File: src/rtl/lsu_pkg.sv
// Shared definitions for the load/store unit: funct3 codes, FSM state encoding
// and access-size decode.
package lsu_pkg;

  localparam logic [2:0] F3_B  = 3'd0;
  localparam logic [2:0] F3_H  = 3'd1;
  localparam logic [2:0] F3_W  = 3'd2;
  localparam logic [2:0] F3_D  = 3'd3;
  localparam logic [2:0] F3_BU = 3'd4;
  localparam logic [2:0] F3_HU = 3'd5;
  localparam logic [2:0] F3_WU = 3'd6;

  typedef enum logic [1:0] {
    IDLE  = 2'd0,
    READ  = 2'd1,
    WRITE = 2'd2,
    RESP  = 2'd3
  } lsu_state_e;

  // Access size in bytes (1, 2, 4, 8) from funct3[1:0].
  function automatic logic [3:0] size_bytes(input logic [2:0] funct3);
    return 4'd1 << funct3[1:0];
  endfunction

endpackage

File: src/rtl/lsu_align.sv
// Combinational data alignment: load sign/zero extension and sub-doubleword
// store merge into the existing memory doubleword.
module lsu_align
  import lsu_pkg::*;
#(
  parameter int unsigned XLEN = 64
) (
  input  logic [2:0]      funct3_i,
  input  logic [XLEN-1:0] rdata_i,
  input  logic [XLEN-1:0] wdata_i,
  output logic [XLEN-1:0] load_o,
  output logic [XLEN-1:0] store_o
);

  int unsigned     nbits;
  logic [XLEN-1:0] mask;
  logic [XLEN-1:0] ext;
  logic            sign;

  always_comb begin
    nbits = 32'(size_bytes(funct3_i)) << 3;
    mask  = '1;
    if (nbits < XLEN) mask = (XLEN'(1) << nbits) - XLEN'(1);
    ext   = rdata_i & mask;
    // Top bit of the mask isolates the sign bit of the accessed field.
    sign  = |(rdata_i & (mask ^ (mask >> 1)));

    load_o = ext;
    if (funct3_i == F3_D)                load_o = rdata_i;
    else if (funct3_i == 3'd7)           load_o = '0;
    else if (!funct3_i[2] && sign)       load_o = ext | ~mask;

    store_o = (rdata_i & ~mask) | (wdata_i & mask);
  end

endmodule

File: src/rtl/load_store_unit.sv
// Data-memory initiator: one load/store at a time, read-modify-write for
// sub-doubleword stores, bounds and funct3 fault checking at accept.
module load_store_unit
  import lsu_pkg::*;
#(
  parameter int unsigned MEM_BYTES = 64,
  parameter int unsigned XLEN      = 64
) (
  input  logic            clock,
  input  logic            reset,
  input  logic            req_valid,
  output logic            req_ready,
  input  logic            req_write,
  input  logic [2:0]      req_funct3,
  input  logic [XLEN-1:0] req_addr,
  input  logic [XLEN-1:0] req_wdata,
  output logic            resp_valid,
  output logic [XLEN-1:0] resp_rdata,
  output logic            resp_fault,
  output logic [XLEN-1:0] Mem_Addr,
  output logic [XLEN-1:0] Write_Data,
  output logic            memWrite,
  output logic            memRead,
  input  logic [XLEN-1:0] Read_Data
);

  lsu_state_e      state_q, state_d;
  logic [XLEN-1:0] addr_q, addr_d;
  logic [2:0]      funct3_q, funct3_d;
  logic            write_q, write_d;
  logic [XLEN-1:0] wdata_q, wdata_d;
  logic [XLEN-1:0] rdata_q, rdata_d;
  logic [XLEN-1:0] resp_rdata_q, resp_rdata_d;
  logic            resp_fault_q, resp_fault_d;

  logic [XLEN-1:0] align_rdata;
  logic [XLEN-1:0] load_ext;
  logic [XLEN-1:0] store_merge;
  logic            req_fault;

  // Loads extend straight from the memory bus so the result is registered
  // on the same edge that captures the raw doubleword.
  assign align_rdata = (state_q == READ) ? Read_Data : rdata_q;

  lsu_align #(.XLEN(XLEN)) u_align (
    .funct3_i (funct3_q),
    .rdata_i  (align_rdata),
    .wdata_i  (wdata_q),
    .load_o   (load_ext),
    .store_o  (store_merge)
  );

  assign req_fault = (req_addr > XLEN'(MEM_BYTES - 8))
                   || (req_write && req_funct3[2])
                   || (!req_write && req_funct3 == 3'd7);

  always_comb begin
    state_d      = state_q;
    addr_d       = addr_q;
    funct3_d     = funct3_q;
    write_d      = write_q;
    wdata_d      = wdata_q;
    rdata_d      = rdata_q;
    resp_rdata_d = '0;
    resp_fault_d = 1'b0;
    unique case (state_q)
      IDLE: begin
        if (req_valid) begin
          addr_d   = req_addr;
          funct3_d = req_funct3;
          write_d  = req_write;
          wdata_d  = req_wdata;
          if (req_fault) begin
            state_d      = RESP;
            resp_fault_d = 1'b1;
          end else if (req_write && size_bytes(req_funct3) == 4'd8) begin
            state_d = WRITE;
          end else begin
            state_d = READ;
          end
        end
      end
      READ: begin
        rdata_d = Read_Data;
        if (write_q) begin
          state_d = WRITE;
        end else begin
          state_d      = RESP;
          resp_rdata_d = load_ext;
        end
      end
      WRITE:   state_d = RESP;
      default: state_d = IDLE;
    endcase
  end

  always_ff @(posedge clock) begin
    if (!reset) begin
      state_q      <= IDLE;
      addr_q       <= '0;
      funct3_q     <= '0;
      write_q      <= 1'b0;
      wdata_q      <= '0;
      rdata_q      <= '0;
      resp_rdata_q <= '0;
      resp_fault_q <= 1'b0;
    end else begin
      state_q      <= state_d;
      addr_q       <= addr_d;
      funct3_q     <= funct3_d;
      write_q      <= write_d;
      wdata_q      <= wdata_d;
      rdata_q      <= rdata_d;
      resp_rdata_q <= resp_rdata_d;
      resp_fault_q <= resp_fault_d;
    end
  end

  assign req_ready  = (state_q == IDLE);
  assign resp_valid = (state_q == RESP);
  assign resp_rdata = resp_rdata_q;
  assign resp_fault = resp_fault_q;
  assign Mem_Addr   = addr_q;
  assign Write_Data = store_merge;
  // Gated with reset so a reset edge can never commit a memory write.
  assign memRead    = (state_q == READ) && reset;
  assign memWrite   = (state_q == WRITE) && reset;

endmodule

File: config.mk
export PLATFORM = sky130hd
export DESIGN_NAME = load_store_unit
export DESIGN_NICKNAME = d
export VERILOG_FILES = /design/src/rtl/lsu_pkg.sv /design/src/rtl/lsu_align.sv /design/src/rtl/load_store_unit.sv
export SDC_FILE = /design/constraint.sdc
export NUM_CORES = 1
export LEC_CHECK = 0
export ABC_AREA = 1
export CORE_MARGIN = 5
export CORE_UTILIZATION = 48
export CTS_CLUSTER_DIAMETER = 100
export DETAILED_ROUTE_END_ITERATION = 8
export PLACE_DENSITY = 0.86
export SYNTH_ARGS = -nofsm -noshare
export SYNTH_HDL_FRONTEND = slang
export SYNTH_SLANG_ARGS = --single-unit
File: constraint.sdc
create_clock -name clock -period 5 [get_ports clock]
set_input_delay 0.5 -clock clock [delete_from_list [all_inputs] [get_ports clock]]
set_output_delay 0.5 -clock clock [all_outputs]
set_load 0.05 [all_outputs]
== Word-level counts from Yosys, hierarchy flattened ==
Cells that the tools add are included.
Widths: inputs -> output; s select.

* Register bits after elaboration: 263
* Latch bits: 0
* Memory bits (read-only): 0
* Memories: 0
* Bits of input ports: 199
* Logic and storage cells: 58
* RAM bits: 0
* Output and inout port bits: 197

* Div/mod/pow operators: 0
* Muxes and demuxes: 11
* $lt $le $gt $ge: 2
* Multipliers: 0
* $add $sub $neg: 1
* Equal/unequal tests: 8
* Bitwise gates (word level): 10
* Reduce and logical (&&, ||, !) cells: 15
* Shift-type cells: 3

{| class="wikitable"
|+ Operators with widths
! kind !! number
|-
| $mux 64 || 5
|-
| $and 64x64->64 || 4
|-
| $or 64x64->64 || 2
|-
| $gt 64x6->1 const B || 1
|-
| $not 64->64 || 1
|-
| $reduce_or 64->1 || 1
|-
| $shl 1x7->64 const A || 1
|-
| $sub 64x2->64 const B || 1
|-
| $xor 64x63->64 || 1
|-
| $shl 1x2->4 const A || 2
|-
| $lt 7x7->1 const B || 1
|-
| $eq 3x3->1 const B || 2
|-
| $logic_and 1x1->1 || 6
|-
| $mux 2 || 3
|-
| $pmux 2 s3 || 1
|-
| $eq 2x2->1 const B || 2
|-
| $eq 4x4->1 const B || 1
|-
| $eq 3x2->1 const B || 1
|-
| $reduce_and 3->1 || 1
|-
| $reduce_or 3->1 || 1
|-
| $eq 2x1->1 const B || 1
|-
| $logic_not 1->1 || 2
|-
| $logic_not 2->1 || 1
|-
| $logic_or 1x1->1 || 2
|-
| other kinds (4) || 6
|}

== Logic depth before layout (Yosys ltp) ==
* Depth in word-level cells: 11
* Depth in mapped cells: 13

== Modules after synthesis ==
Synthesis repeated with hierarchy kept, for this count alone.

* Cell total of the unflattened synthesis: 1,654
* Area, all modules: 11,035.6 um^2

{| class="wikitable"
|+ By module, submodules not included
! module !! area an instance (um^2) !! cells each !! times used
|-
| load_store_unit || 9,231.4 || 1,212 || 1
|-
| lsu_align || 1,804.2 || 442 || 1
|}

== Worst setup path before layout ==
OpenSTA, ideal clock, no wires.

* Kind: register to output
* Start point: register funct3_q[1]
* End point: output port Write_Data[6]
* Stages on the path, launching flop included: 10
* Required time: 4.500 ns
* Arrival time: 2.692 ns
* Slack: 1.808 ns
* Path buffers: 4
* Cell sequence: dfxtp_1 -> buf_6 -> nand2_1 -> inv_1 -> clkbuf_1 -> clkbuf_1 -> ha_1 -> inv_1 -> clkbuf_1 -> o21ai_0

* Cells in the longest elaborated chain, start to end: 7
* Elaborated cells between the ends (all ways): 9

{| class="wikitable"
|+ Ends and longest elaborated chain
! element !! RTL line !! source
|-
| start: declaration || load_store_unit.sv:29 || <nowiki>logic [2:0] funct3_q, funct3_d;</nowiki>
|-
| start signal: assignment || load_store_unit.sv:110 || <nowiki>funct3_q <= funct3_d;</nowiki>
|-
| $shl 1x2->4 (*) || lsu_pkg.sv:22 || <nowiki>return 4'd1 << funct3[1:0];</nowiki>
|-
| $shl 1x7->64 || lsu_align.sv:23 || <nowiki>if (nbits < XLEN) mask = (XLEN'(1) << nbits) - XLEN'(1);</nowiki>
|-
| $sub 64x2->64 || lsu_align.sv:23 ||
|-
| $mux 64 (*) || lsu_align.sv:23 ||
|-
| $not 64->64 || lsu_align.sv:33 || <nowiki>store_o = (rdata_i & ~mask) | (wdata_i & mask);</nowiki>
|-
| $and 64x64->64 || lsu_align.sv:33 ||
|-
| $or 64x64->64 (*) || lsu_align.sv:33 ||
|-
| end: declaration || load_store_unit.sv:21 || <nowiki>output logic [XLEN-1:0] Write_Data,</nowiki>
|}

Every way passes the cells marked *; elsewhere a longest branch is shown, timed or not.

== Worst setup path in the final report ==
* Start point: register state_q[1]
* End point: output port Write_Data[31]

* Cells in the longest elaborated chain, start to end: 4

{| class="wikitable"
|+ Ends and longest elaborated chain
! element !! RTL line !! source
|-
| start: declaration || load_store_unit.sv:27 || <nowiki>lsu_state_e state_q, state_d;</nowiki>
|-
| start signal: assignment || load_store_unit.sv:108 || <nowiki>state_q <= state_d;</nowiki>
|-
| $eq 2x1->1 || load_store_unit.sv:43 || <nowiki>assign align_rdata = (state_q == READ) ? Read_Data : rdata_q;</nowiki>
|-
| $mux 64 || -- ||
|-
| $and 64x64->64 || lsu_align.sv:33 ||
|-
| $or 64x64->64 || lsu_align.sv:33 ||
|}

No other way between the ends.

==> metrics <==
FILL cells=1,656; Worst Path Arrival=3590 ps; sequential power share=0.277; fin nets=slightly below 2,000; Initial DRT Pass Iterations=6; combinational cell fraction of total power=0.520; wire length on met1=between 10,000 and 15,000 µm; leading cell type in the layout, fill and taps excluded=clkdlybuf4s50_1; worst min-delay path class=flip-flop to flip-flop; commonest non-fill, non-tap cells in the layout=clkdlybuf4s50_1, nor2_1, dfxtp_1; Buffers on Ports=395; RSZ-0062 raised after global routing=no; DR DRC count=0; min Tclk post-route=between 4000 and 5000 ps; # Max-Cap Violations=0; CTS buffer count=27; register area share after synthesis=0.508; initial antenna violation count=1; syn nets=1,630; largest net degree at the start of global routing=136; Ports=396; RePlAce Congestion=0.958; post-CTS sizing=0; Warnings, synthesis=0; sw power=about 4.8 mW; Fin Hold WS=just under 500 ps; H-tree levels=1; status=completed; clock share of power=0.203; clock buffer depth=3; clock transition at the registers of the reported paths=60 ps; Tcrit/Tclk final=0.818; vias in the first global route=10,300; internal power=around 5.5 mW; leakage=6.23 nW; WL/cell=17.5 µm; DIE HEIGHT=about 160 µm; worst-margin pin slew=around 1300 ps; Root Driver=clkbuf_16; Hold Fails Final Rpt=0; CTS Hold Bufs=0; Cell Pwr Density=~670 nW/µm²; post-route antenna net violation count=0; met3 wire len=about 3400 µm; WL final=36,100 µm; Die X=157 µm; die area=24,600 µm²; Detail Placement HPWL=25,400 µm; Synth cell types=23; multi-input combinational cell area=about 4300 µm²; Setup Skew=17.7 ps; clock sink count=approximately 260; DR vias/cell=5.17; CP Class=flip-flop to output port; WP data required=4500 ps; crit end category=output port; vias post-DR=10,700; row count=53; Final Util=0.723; switch share=0.467; cell count after synthesis=1,426; layout cells sized above 1=0.0565; synthesized flop and latch total=263; CTS tree=built; Max Freq=between 200 and 250 MHz; Post-Place Cell Area=14,300 µm²; post-route cell area=roughly 15,000 µm²; GRT Overall Usage=0.277; first-pass GRT wire length=~55,000 µm; Core Region=~21,000 µm²; Overflow after GRT=0; Setup Buffers After CTS=0; Initial Utilization=0.490; met2 WL=approximately 18,000 µm; iteration-0 DRC count of the detailed router=736; Setup-failing EPs final=0; Reg area=roughly 5300 µm²; Post-Syn Area per Cell=7.27 µm²; crit-path max FO=between 80 and 90; Slew Limit Fails=0; Max VDD drop=0.362 mV; Top Layer Used=met4; CP Launch Type=flip-flop; Rel. slew slack=0.123; cell area after synthesis=10,400 µm²; clock latency on the worst-skew pair=530 ps; Setup TNS=0 ps; area growth from synthesis to layout=47.4%
-- power groups by stage --
stage,clock [mW],combinational [mW],sequential [mW]
final,2.08,5.34,2.84
after CTS,2.10,5.35,2.84
after detailed placement,0,5.32,2.88
after global routing,2.19,5.72,2.89
after global placement,0,5.26,2.85
after floorplan,0,2.96,3.52
-- area by class of cell --
class / instances / share of cell area
Antenna cell: 4 / 0.000655
Clock buffer: 36 / 0.0510
Clock inverter: 14 / 0.0101
Inverter: 116 / 0.0286
Multi-Input combinational cell: 955 / 0.281
Sequential cell: 263 / 0.344
Tap cell: 275 / 0.0225
Timing Repair Buffer: 403 / 0.262
-- metal layers --
layer / GRT usage / vias up
met2: 0.489 / 484
li1: - / 5165
met5: 0 / -
met4: 0.111 / 0
met1: 0.317 / 4924
met3: 0.0775 / 102
-- cell families after synthesis --
family,share of synthesized area
buffers and inverters,0.0811
muxes,0.0145
adders and majority gates,0.00603
DFF,0.508
AOI/OAI and AO/OA,0.162
and+or+nand+nor,0.228
-- registers in the layout, summed over array words and instances (netlist names) --
| name | cells |
|---|---|
| rdata_q | 64 |
| funct3_q | 3 |
| resp_rdata | 64 |
| resp_fault | 1 |
| wdata_q | 64 |
| Mem_Addr | 64 |
| state_q | 2 |
| write_q | 1 |
-- critical path: stages (launching register included) --
cell             delay [ps]
dfxtp_1                 340
inv_1                   110
ha_4                    710
buf_4                   490
nand2_1                  90
o21ai_1                 150
inv_1                    80
o21ai_0                 160
clkdlybuf4s50_1         850
-- cell usage after synthesis --
library cell | instances | share of area
a31oi_1 | 1 | 0.00060
clkbuf_1 | 79 | 0.029
buf_4 | 3 | 0.0022
a21oi_1 | 62 | 0.030
o21ai_1 | 4 | 0.0019
nand3_2 | 1 | 0.00097
or2_2 | 18 | 0.011
buf_6 | 6 | 0.0065
buf_1 | 1 | 0.00036
nand2_4 | 2 | 0.0022
buf_2 | 3 | 0.0014
inv_1 | 116 | 0.042
nand3_1 | 7 | 0.0034
mux2i_1 | 15 | 0.014
a21oi_4 | 1 | 0.0016
a21oi_2 | 12 | 0.010
nand2_1 | 222 | 0.080
dfxtp_1 | 263 | 0.51
ha_1 | 5 | 0.0060
o21ai_0 | 242 | 0.12
nor2_1 | 361 | 0.13
a211oi_1 | 1 | 0.00072
o21bai_1 | 1 | 0.00072
-- stage by stage --
step,power (mW),setup slack (ps),std cells
3_5_place_dp,8.20,1490,2012
3_3_place_gp,8.11,1570,2012
6_report,10.3,910,2066
5_1_grt,10.8,704,2063
4_1_cts,10.3,928,2062
2_1_floorplan,6.48,1810,1426
-- worst paths after layout --
| check | cells past startpoint | from | slack, ps | end |
|---|---|---|---|---|
| hold / removal | 2 | Mem_Addr[9] | 480 | Mem_Addr[9] |
| setup / recovery | 8 | state_q[1] | 910 | Write_Data[31] |
| setup reg to reg | 11 | state_q[1] | 1750 | resp_rdata[44] |
| hold reg to reg | 2 | Mem_Addr[9] | 480 | Mem_Addr[9] |
Note: power is estimated with default switching activity, not from simulation.
